`src/rtl/multiport_reg_file.sv`:
```
// Multi-ported register file with a pending-write scoreboard and a zero-sweep
// that runs after reset or on request.
//   clk, rst              : clock and synchronous active-high reset
//   clr_req               : restart the zero-sweep (accepted only when ready)
//   init_busy             : high while the zero-sweep runs
//   wr_en/wr_addr/wr_data : NUM_WR packed write ports, port 0 in the LSBs
//   rsv_en/rsv_addr       : mark a destination register as pending
//   rd_addr               : NUM_RD packed read addresses
//   rd_data/rd_pend       : combinational read data and pending flag per lane
module multiport_reg_file #(
  parameter int unsigned DATA_W   = 32,
  parameter int unsigned NUM_REGS = 32,
  parameter int unsigned NUM_RD   = 2,
  parameter int unsigned NUM_WR   = 1,
  parameter int unsigned BYPASS   = 1,
  localparam int unsigned ADDR_W  = $clog2(NUM_REGS)
) (
  input  logic                       clk,
  input  logic                       rst,
  input  logic                       clr_req,
  output logic                       init_busy,
  input  logic [NUM_WR-1:0]          wr_en,
  input  logic [NUM_WR*ADDR_W-1:0]   wr_addr,
  input  logic [NUM_WR*DATA_W-1:0]   wr_data,
  input  logic                       rsv_en,
  input  logic [ADDR_W-1:0]          rsv_addr,
  input  logic [NUM_RD*ADDR_W-1:0]   rd_addr,
  output logic [NUM_RD*DATA_W-1:0]   rd_data,
  output logic [NUM_RD-1:0]          rd_pend
);

  typedef enum logic {ST_INIT, ST_READY} state_t;

  state_t              state, state_nxt;
  logic [ADDR_W-1:0]   cnt, cnt_nxt;
  logic [DATA_W-1:0]   mem [NUM_REGS];
  logic [NUM_REGS-1:0] pend;
  logic [ADDR_W-1:0]   rd_a;

  // State register; init_busy is registered from the next state
  always_ff @(posedge clk) begin
    if (rst) begin
      state     <= ST_INIT;
      cnt       <= '0;
      init_busy <= 1'b1;
    end else begin
      state     <= state_nxt;
      cnt       <= cnt_nxt;
      init_busy <= (state_nxt == ST_INIT);
    end
  end

  // Next-state: sweep every register once, then serve accesses
  always_comb begin
    state_nxt = state;
    cnt_nxt   = cnt;
    case (state)
      ST_INIT: begin
        cnt_nxt = ADDR_W'(cnt + 1'b1);
        if (cnt == ADDR_W'(NUM_REGS - 1)) state_nxt = ST_READY;
      end
      ST_READY: begin
        if (clr_req) begin
          state_nxt = ST_INIT;
          cnt_nxt   = '0;
        end
      end
      default: begin
        state_nxt = ST_INIT;
        cnt_nxt   = '0;
      end
    endcase
  end

  // Storage: sweep writes zero; later ports overwrite earlier ones on a clash
  always_ff @(posedge clk) begin
    if (!rst) begin
      if (state == ST_INIT) begin
        mem[cnt] <= '0;
      end else begin
        for (int p = 0; p < int'(NUM_WR); p++) begin
          if (wr_en[p] && (wr_addr[p*ADDR_W +: ADDR_W] != '0))
            mem[wr_addr[p*ADDR_W +: ADDR_W]] <= wr_data[p*DATA_W +: DATA_W];
        end
      end
    end
  end

  // Scoreboard: writes clear, reserve is applied last so it wins a tie
  always_ff @(posedge clk) begin
    if (rst) begin
      pend <= '0;
    end else if (state == ST_READY) begin
      if (clr_req) begin
        pend <= '0;
      end else begin
        for (int p = 0; p < int'(NUM_WR); p++) begin
          if (wr_en[p]) pend[wr_addr[p*ADDR_W +: ADDR_W]] <= 1'b0;
        end
        if (rsv_en && (rsv_addr != '0)) pend[rsv_addr] <= 1'b1;
      end
    end
  end

  // Read lanes: register 0 and the sweep read as zero/not pending
  always_comb begin
    rd_data = '0;
    rd_pend = '0;
    rd_a    = '0;
    for (int i = 0; i < int'(NUM_RD); i++) begin
      rd_a = rd_addr[i*ADDR_W +: ADDR_W];
      if ((state == ST_READY) && (rd_a != '0)) begin
        rd_data[i*DATA_W +: DATA_W] = mem[rd_a];
        rd_pend[i]                  = pend[rd_a];
        if (BYPASS != 0) begin
          for (int p = 0; p < int'(NUM_WR); p++) begin
            if (wr_en[p] && (wr_addr[p*ADDR_W +: ADDR_W] == rd_a)) begin
              rd_data[i*DATA_W +: DATA_W] = wr_data[p*DATA_W +: DATA_W];
              rd_pend[i]                  = 1'b0;
            end
          end
        end
      end
    end
  end

endmodule

```
`config.mk`:
```
export PLATFORM = sky130hd
export DESIGN_NAME = multiport_reg_file
export DESIGN_NICKNAME = d
export VERILOG_FILES = /design/src/rtl/multiport_reg_file.sv
export SDC_FILE = /design/constraint.sdc
export NUM_CORES = 1
export LEC_CHECK = 0
export ABC_CLOCK_PERIOD_IN_PS = 3400
export CAP_MARGIN = 20
export CORE_MARGIN = 4
export CORE_UTILIZATION = 45
export DETAILED_ROUTE_END_ITERATION = 7
export MAX_ROUTING_LAYER = met4
export PLACE_DENSITY = 0.65
export SYNTH_ARGS = -nofsm -noshare
export SYNTH_HDL_FRONTEND = slang
export SYNTH_SLANG_ARGS = --single-unit
```
`constraint.sdc`:
```
create_clock -name clk -period 3.4 [get_ports clk]
set_input_delay 0.34 -clock clk [delete_from_list [all_inputs] [get_ports clk]]
set_output_delay 0.34 -clock clk [all_outputs]
set_load 0.05 [all_outputs]
```
==> results of run 1 <==
## path summary, 6_finish.rpt
path                                  from           to
worst max-delay path            rd_addr[7]  rd_data[43]
worst min-delay path                   rst       cnt[3]
worst max register to register       state  mem[26][11]
worst min register to register     pend[0]      pend[0]
## through the flow
step	area (um^2)	power [mW]
6_report	59950	28.64
5_1_grt	59940	29.42
4_1_cts	59930	28.75
3_5_place_dp	56300	16.69
3_3_place_gp	56210	16.66
2_1_floorplan	50740	15.82
## final cells by class
class	instances	area [um^2]
inverter	10	40.04
antenna	7	17.52
sequential	1063	31530
clock inverter	64	636.9
clock buffer	138	2988
multi-input combinational	1665	18110
fill	8631	51330
timing repair buffer	445	4770
tap	1488	1862
## logic make-up after synthesis
| logic type | share of synthesized area, % |
|---|---|
| fa+ha+maj | 0.04931 |
| flops | 62.14 |
| xor+xnor | 0.2071 |
| buf+inv | 2.821 |
| simple gates | 1.721 |
| compound gates | 10.07 |
| mux | 22.98 |
## sequential cells by signal, summed over array words and instances (netlist names)
register and count:
state 1, pend 32, init_busy 1, mem 1024, cnt 5
## worst register-to-register path, cell delays in order (launching register included)
cell and delay, ns:
dfxtp_1 0.32, and3b_1 0.18, o31a_2 0.32, buf_4 0.47, a31oi_4 0.20, nor2_4 0.71
buf_16 0.27
## report_power, final
part	switching (mW)	total, mW	internal, mW
combinational	1.25	2.16	0.911
clock	5.09	12.2	7.10
sequential	0.0423	14.3	14.2
total	6.39	28.6	22.3
## layer usage
| metal | up-vias | GRT usage [%] | part of all wire [%] |
|---|---|---|---|
| li1 | 13350 | - | - |
| met2 | 2008 | 45.13 | 48 |
| met3 | 370 | 4.821 | 9.3 |
| met4 | 0 | 11.64 | 4.4 |
| met1 | 17430 | 37.01 | 38 |
| met5 | - | - | 0 |
## Yosys cell counts (6+ instances only)
| library cell | instances |
|---|---|
| buf_2 | 61 |
| nor2_1 | 63 |
| nand2b_1 | 9 |
| clkbuf_1 | 110 |
| edfxtp_1 | 1024 |
| inv_1 | 6 |
| o21ai_0 | 189 |
| xor2_1 | 6 |
| a22oi_1 | 126 |
| mux4_2 | 343 |
| mux2i_1 | 391 |
| buf_6 | 19 |
| buf_1 | 9 |
| dfxtp_1 | 39 |
| xnor2_1 | 6 |
| a21oi_1 | 155 |
| a221oi_1 | 188 |
| and2_1 | 34 |
| nand2_1 | 24 |
| nand3_1 | 9 |
| a211o_1 | 61 |
| buf_4 | 48 |
## timing repair
action                                  CTS  global route
endpoints found under the hold margin     0             0
resized for setup                         1             0
endpoints found under the setup margin    1             0
==> results_dict.tcl, run 1 <==
set metrics [dict create \
    status "complete, but fails checks" \
    violations "setup timing" \
    drc 0 \
    clock_sinks 1063 \
    wl_per_cell_um 33.78 \
    crit_family "buffers and inverters" \
    layout_common_cells "1,024 x edfxtp_1, 391 x mux2i_1, 343 x mux4_2" \
    die-area_um2 118200 \
    synth_cells 2990 \
    end_kind "output pin" \
    ir_drop_mv 0.5122 \
    path_cells "clkdlybuf4s50_1 -> buf_12 -> nor2b_4 -> buf_12 -> a221oi_1 -> buf_4 -> o21ai_0 -> a21oi_1 -> a211o_1 -> buf_4" \
    clk-insertion-delay-late_ns 0.71 \
    hold_path.class "input pin to register" \
    grt-ovfl-total 0 \
    syn2layout_area_growth_pct 18.16 \
    path_depth 10 \
    crit_required_ns 3.06 \
    yosys_warnings 0 \
    reg2regPathDepth 6 \
    post-place-cells 4671 \
    die_w_um 343.8 \
    path_clk_slew_ns 0.06 \
    synth_top_cell_by_area "edfxtp_1" \
    syn_avg_cell_area_um2 16.97 \
    startpoint_type "input pin" \
    ys_seq_area_share_pct 62.14 \
    hold_ws_ns 0.3945 \
    layout_commonest_cell "edfxtp_1" \
    synth_edf_count 1024 \
    initial_core_util_pct 45.59 \
    cts_tree "done" \
    core_um2 111300 \
    rrSetupSlack_ns 0.63 \
    worst_ep_arrival_time_ns 3.07 \
    port_buffers 123 \
    yosys.area.top_type_share_pct 60.61 \
    worst_slack_ns -0.008820 \
    h-tree-depth 3 \
    postCtsHoldBufs 0 \
    path_buf_inv 5 \
    cts_made_buffers 110 \
    max_freq_ghz 0.2934 \
    via_per_inst 6.795 \
    fin_cells 4880 \
    drtIter0Drc 4111 \
    antenna_found_initial 3 \
    drive_gt1_share_pct 28.27 \
    cp_slowest_cell "o21ai_0" \
    finClkSkew_ns 0.04068 \
    synth-seq-cells 1063 \
    rsz0062_at_grt "false" \
    syn-cell-area_um2 50740 \
    critPathKind "input pin to output pin" \
    num_vias 33160 \
    final_max_slew_viol_count 0 \
    fin_nets 3354 \
    synth_flop_cell "edfxtp_1" \
    antenna_left 0 \
    ios 124 \
    max_stage_delay_ns 0.51 \
    drt_first_pass_iters 6 \
    root_buffer "clkbuf_16" \
    routed_wl_mm 164.9 \
    fin_crit_sh_pct 100.3 \
    async_flop_share_pct 0 \
    post-dp-hpwl_mm 105.2 \
    grt_start_max_net_pins 63 \
    grt_pass1_vias 33860 \
    maxSlewHeadroom_pct 20.32 \
    post-cts-setup-buffers 0 \
    syn_nets 3049 \
    grtUsageTotal_pct 28.53 \
    setup_viol 1 \
    min_path_cells 3 \
    die-height_um 343.8 \
    synthTopCellsByArea "edfxtp_1 61%, mux4_2 15%, mux2i_1 7.7%, a221oi_1 3.2%, o21ai_0 1.9%" \
    yosysUniqueCellTypes 58 \
    clockBufferDepth 3 \
    pre_cts_slack_ns -0.005006 \
    grt_pass1_wl_mm 236.5 \
    fin_setup_tns_ns -0.008820 \
    power_density_nw_per_um2 477.7 \
    fin_util_pct 53.87 \
    max_cap_viol_count 0 \
    tightest_slew_ns 1.192 \
    globalplace.congestion 0.9346 \
    hold_violations 0 \
    leakagePower_nw 19.45 \
    fp-row-count 122 \
    layout_min_cycle_time_ns 3.409 \
    path_max_fanout 30 \
]
Note: power is estimated with default switching activity, not from simulation.
==> run 2: changes to the inputs <==
--- a/config.mk
+++ b/config.mk
@@ -8,10 +8,10 @@
 export ABC_CLOCK_PERIOD_IN_PS = 3400
 export CAP_MARGIN = 20
 export CORE_MARGIN = 4
-export CORE_UTILIZATION = 45
+export CORE_UTILIZATION = 56
 export DETAILED_ROUTE_END_ITERATION = 7
 export MAX_ROUTING_LAYER = met4
-export PLACE_DENSITY = 0.65
+export PLACE_DENSITY = 0.78
 export SYNTH_ARGS = -nofsm -noshare
 export SYNTH_HDL_FRONTEND = slang
 export SYNTH_SLANG_ARGS = --single-unit
==> run 2 against run 1 <==
Net effect: the run still ends with setup timing left; flip-flop and latch count did not move; final cell count fell by 7.7%; core utilization rose by 12 points; critical path depth did not move; largest power group unchanged; largest cell class unchanged; global-route usage rose by 6.4 points; highest routed layer unchanged.
==> results_dict.tcl, run 2 (synthesis results as in run 1) <==
set metrics [dict create \
    critPathKind "input pin to output pin" \
    maxSlewHeadroom_pct 28.34 \
    globalplace.congestion 0.9440 \
    initial_core_util_pct 56.37 \
    setup_viol 1 \
    pre_cts_slack_ns -0.1490 \
    grt-ovfl-total 0 \
    root_buffer "clkbuf_16" \
    use_met1_pct 44.95 \
    layout_common_cells "1,024 x edfxtp_1, 391 x mux2i_1, 343 x mux4_2" \
    h-tree-depth 3 \
    top_usage_layer "met2" \
    end_kind "output pin" \
    grtUsageTotal_pct 34.93 \
    place_area_um2 56010 \
    tightest_slew_ns 1.075 \
    power_frac_seq_pct 50.9 \
    grtUsageMet3_pct 7.764 \
    p_sw_mw 6.280 \
    die-height_um 309 \
    leakagePower_nw 19.23 \
    p_int_mw 21.81 \
    clock_sinks 1063 \
    cts_made_buffers 109 \
    grt_pass1_wl_mm 235.0 \
    r2r_end "mem[19][25]" \
    final_max_slew_viol_count 0 \
    startpoint_type "input pin" \
    core_um2 90010 \
    worst_ep_arrival_time_ns 3.09 \
    clockBufferDepth 3 \
    fin_area_um2 59580 \
    reg.largest.list "mem (1024), pend (32), cnt (5)" \
    crit_end "rd_data[32]" \
    worstHoldStart "rst" \
    drc 0 \
    crit_required_ns 3.06 \
    largest-register "mem" \
    largest_reg_flops 1024 \
    drive_gt1_share_pct 27.05 \
    ir_drop_mv 0.5121 \
    power_density_nw_per_um2 471.5 \
    hold_violations 0 \
    antenna_left 0 \
    reg2regPathDepth 4 \
    worst_slack_ns -0.02590 \
    rrSetupSlack_ns 0.67 \
    post-dp-hpwl_mm 98.70 \
    combinationalPowerShare_pct 7.5 \
    p_sw_share_pct 22.36 \
    clk-insertion-delay-late_ns 0.70 \
    syn2layout_area_growth_pct 17.42 \
    cts_tree "done" \
    layout_commonest_cell "edfxtp_1" \
    clkPwrFrac_pct 41.7 \
    layout_min_cycle_time_ns 3.426 \
    path_max_fanout 12 \
    fin_nets 3293 \
    die_w_um 309 \
    port_buffers 123 \
    max_freq_ghz 0.2919 \
    antenna_found_initial 1 \
    cp-startpoint "rd_addr[7]" \
    die-area_um2 95480 \
    finClkSkew_ns 0.01739 \
    hold_path.class "input pin to register" \
    fin_crit_sh_pct 100.8 \
    via_per_inst 7.552 \
    drtIter0Drc 5231 \
    ios 124 \
    fp-row-count 110 \
    met2_usage_pct 52.84 \
    max_cap_viol_count 0 \
    num_vias 34010 \
    path_clk_slew_ns 0.07 \
    fillers 5881 \
    violations "setup timing" \
    status "complete, but fails checks" \
    drt_first_pass_iters 6 \
    wl_per_cell_um 35.84 \
    r2r-start "state" \
    grt_pass1_vias 34710 \
    rsz0062_at_grt "false" \
    routed_wl_mm 161.4 \
    grt_start_max_net_pins 78 \
]
-- run 2: cell count changes in the layout (fill, tap and decap cells not counted), sizes merged --
cell           previous run  this run
clkinvlp                  4         8
inv                       9        13
clkinv                   49        52
bufinv                   12        10
buf                     392       334
clkdlybuf4s50            51        50
dlygate4sd2               0         1
clkbuf                  140       128
diode                     7         3
-- run 2: through the flow --
stage / hold WS (ns) / cells / TNS [ns] / util (%) / power, mW
final: 0.3847 / 4503 / -0.02590 / 66.19 / 28.09
after global routing: 0.4056 / 4500 / 0 / 66.18 / 28.81
after CTS: 0.3553 / 4498 / 0 / 66.12 / 28.11
after detailed placement: 0.4583 / 4292 / -2.299 / 62.23 / 16.59
after global placement: 0.4604 / 4292 / -2.655 / 62.23 / 16.56
after floorplan: 0.4386 / 2990 / -27.78 / - / 15.82
-- run 2: worst min-delay path by stage --
stage	endpoint	depth (start not counted)
2_1_floorplan	pend[0]	2
3_3_place_gp	pend[0]	2
3_5_place_dp	pend[0]	2
4_1_cts	cnt[3]	3
5_1_grt	cnt[2]	3
6_report	cnt[3]	3
-- run 2: final cells by class --
type / instances / area [um^2] / share of cell area, %
sequential: 1063 / 31530 / 52.92
clock buffer: 128 / 2830 / 4.751
multi-input combinational: 1665 / 18120 / 30.41
inverter: 10 / 37.54 / 0.06301
timing repair buffer: 385 / 4949 / 8.306
tap: 1176 / 1471 / 2.470
clock inverter: 73 / 631.9 / 1.061
antenna: 3 / 7.507 / 0.01260
-- run 2: power by group through the flow --
stage,clock network (mW),logic [mW],registers [mW]
3_3_place_gp,0,2.01,14.5
5_1_grt,12.4,2.16,14.3
6_report,11.7,2.10,14.3
3_5_place_dp,0,2.03,14.6
2_1_floorplan,0,1.28,14.5
4_1_cts,11.8,2.05,14.3
-- run 2: critical path, cell delays in order --
cell	delay [ns]
clkdlybuf4s50_1	0.52
buf_12	0.16
nor2_4	0.06
buf_4	0.18
buf_4	0.21
a221oi_1	0.59
a22oi_1	0.18
a21oi_1	0.47
a211o_1	0.22
buf_12	0.14
-- run 2: layer usage --
layer  share of wire, %  vias to the layer above
met3                 13                      677
met2                 47                     2897
li1                   -                    13230
met1                 34                    17200
met4                6.3                        0
met5                  0                        -
-- run 2: timing repair --
item,in CTS,in global routing
endpoints found under the hold margin,0,0
endpoints found under the setup margin,31,5
buffers inserted,5,1
pin swaps,1,1
hold buffers,0,0
gates resized for setup,2,2
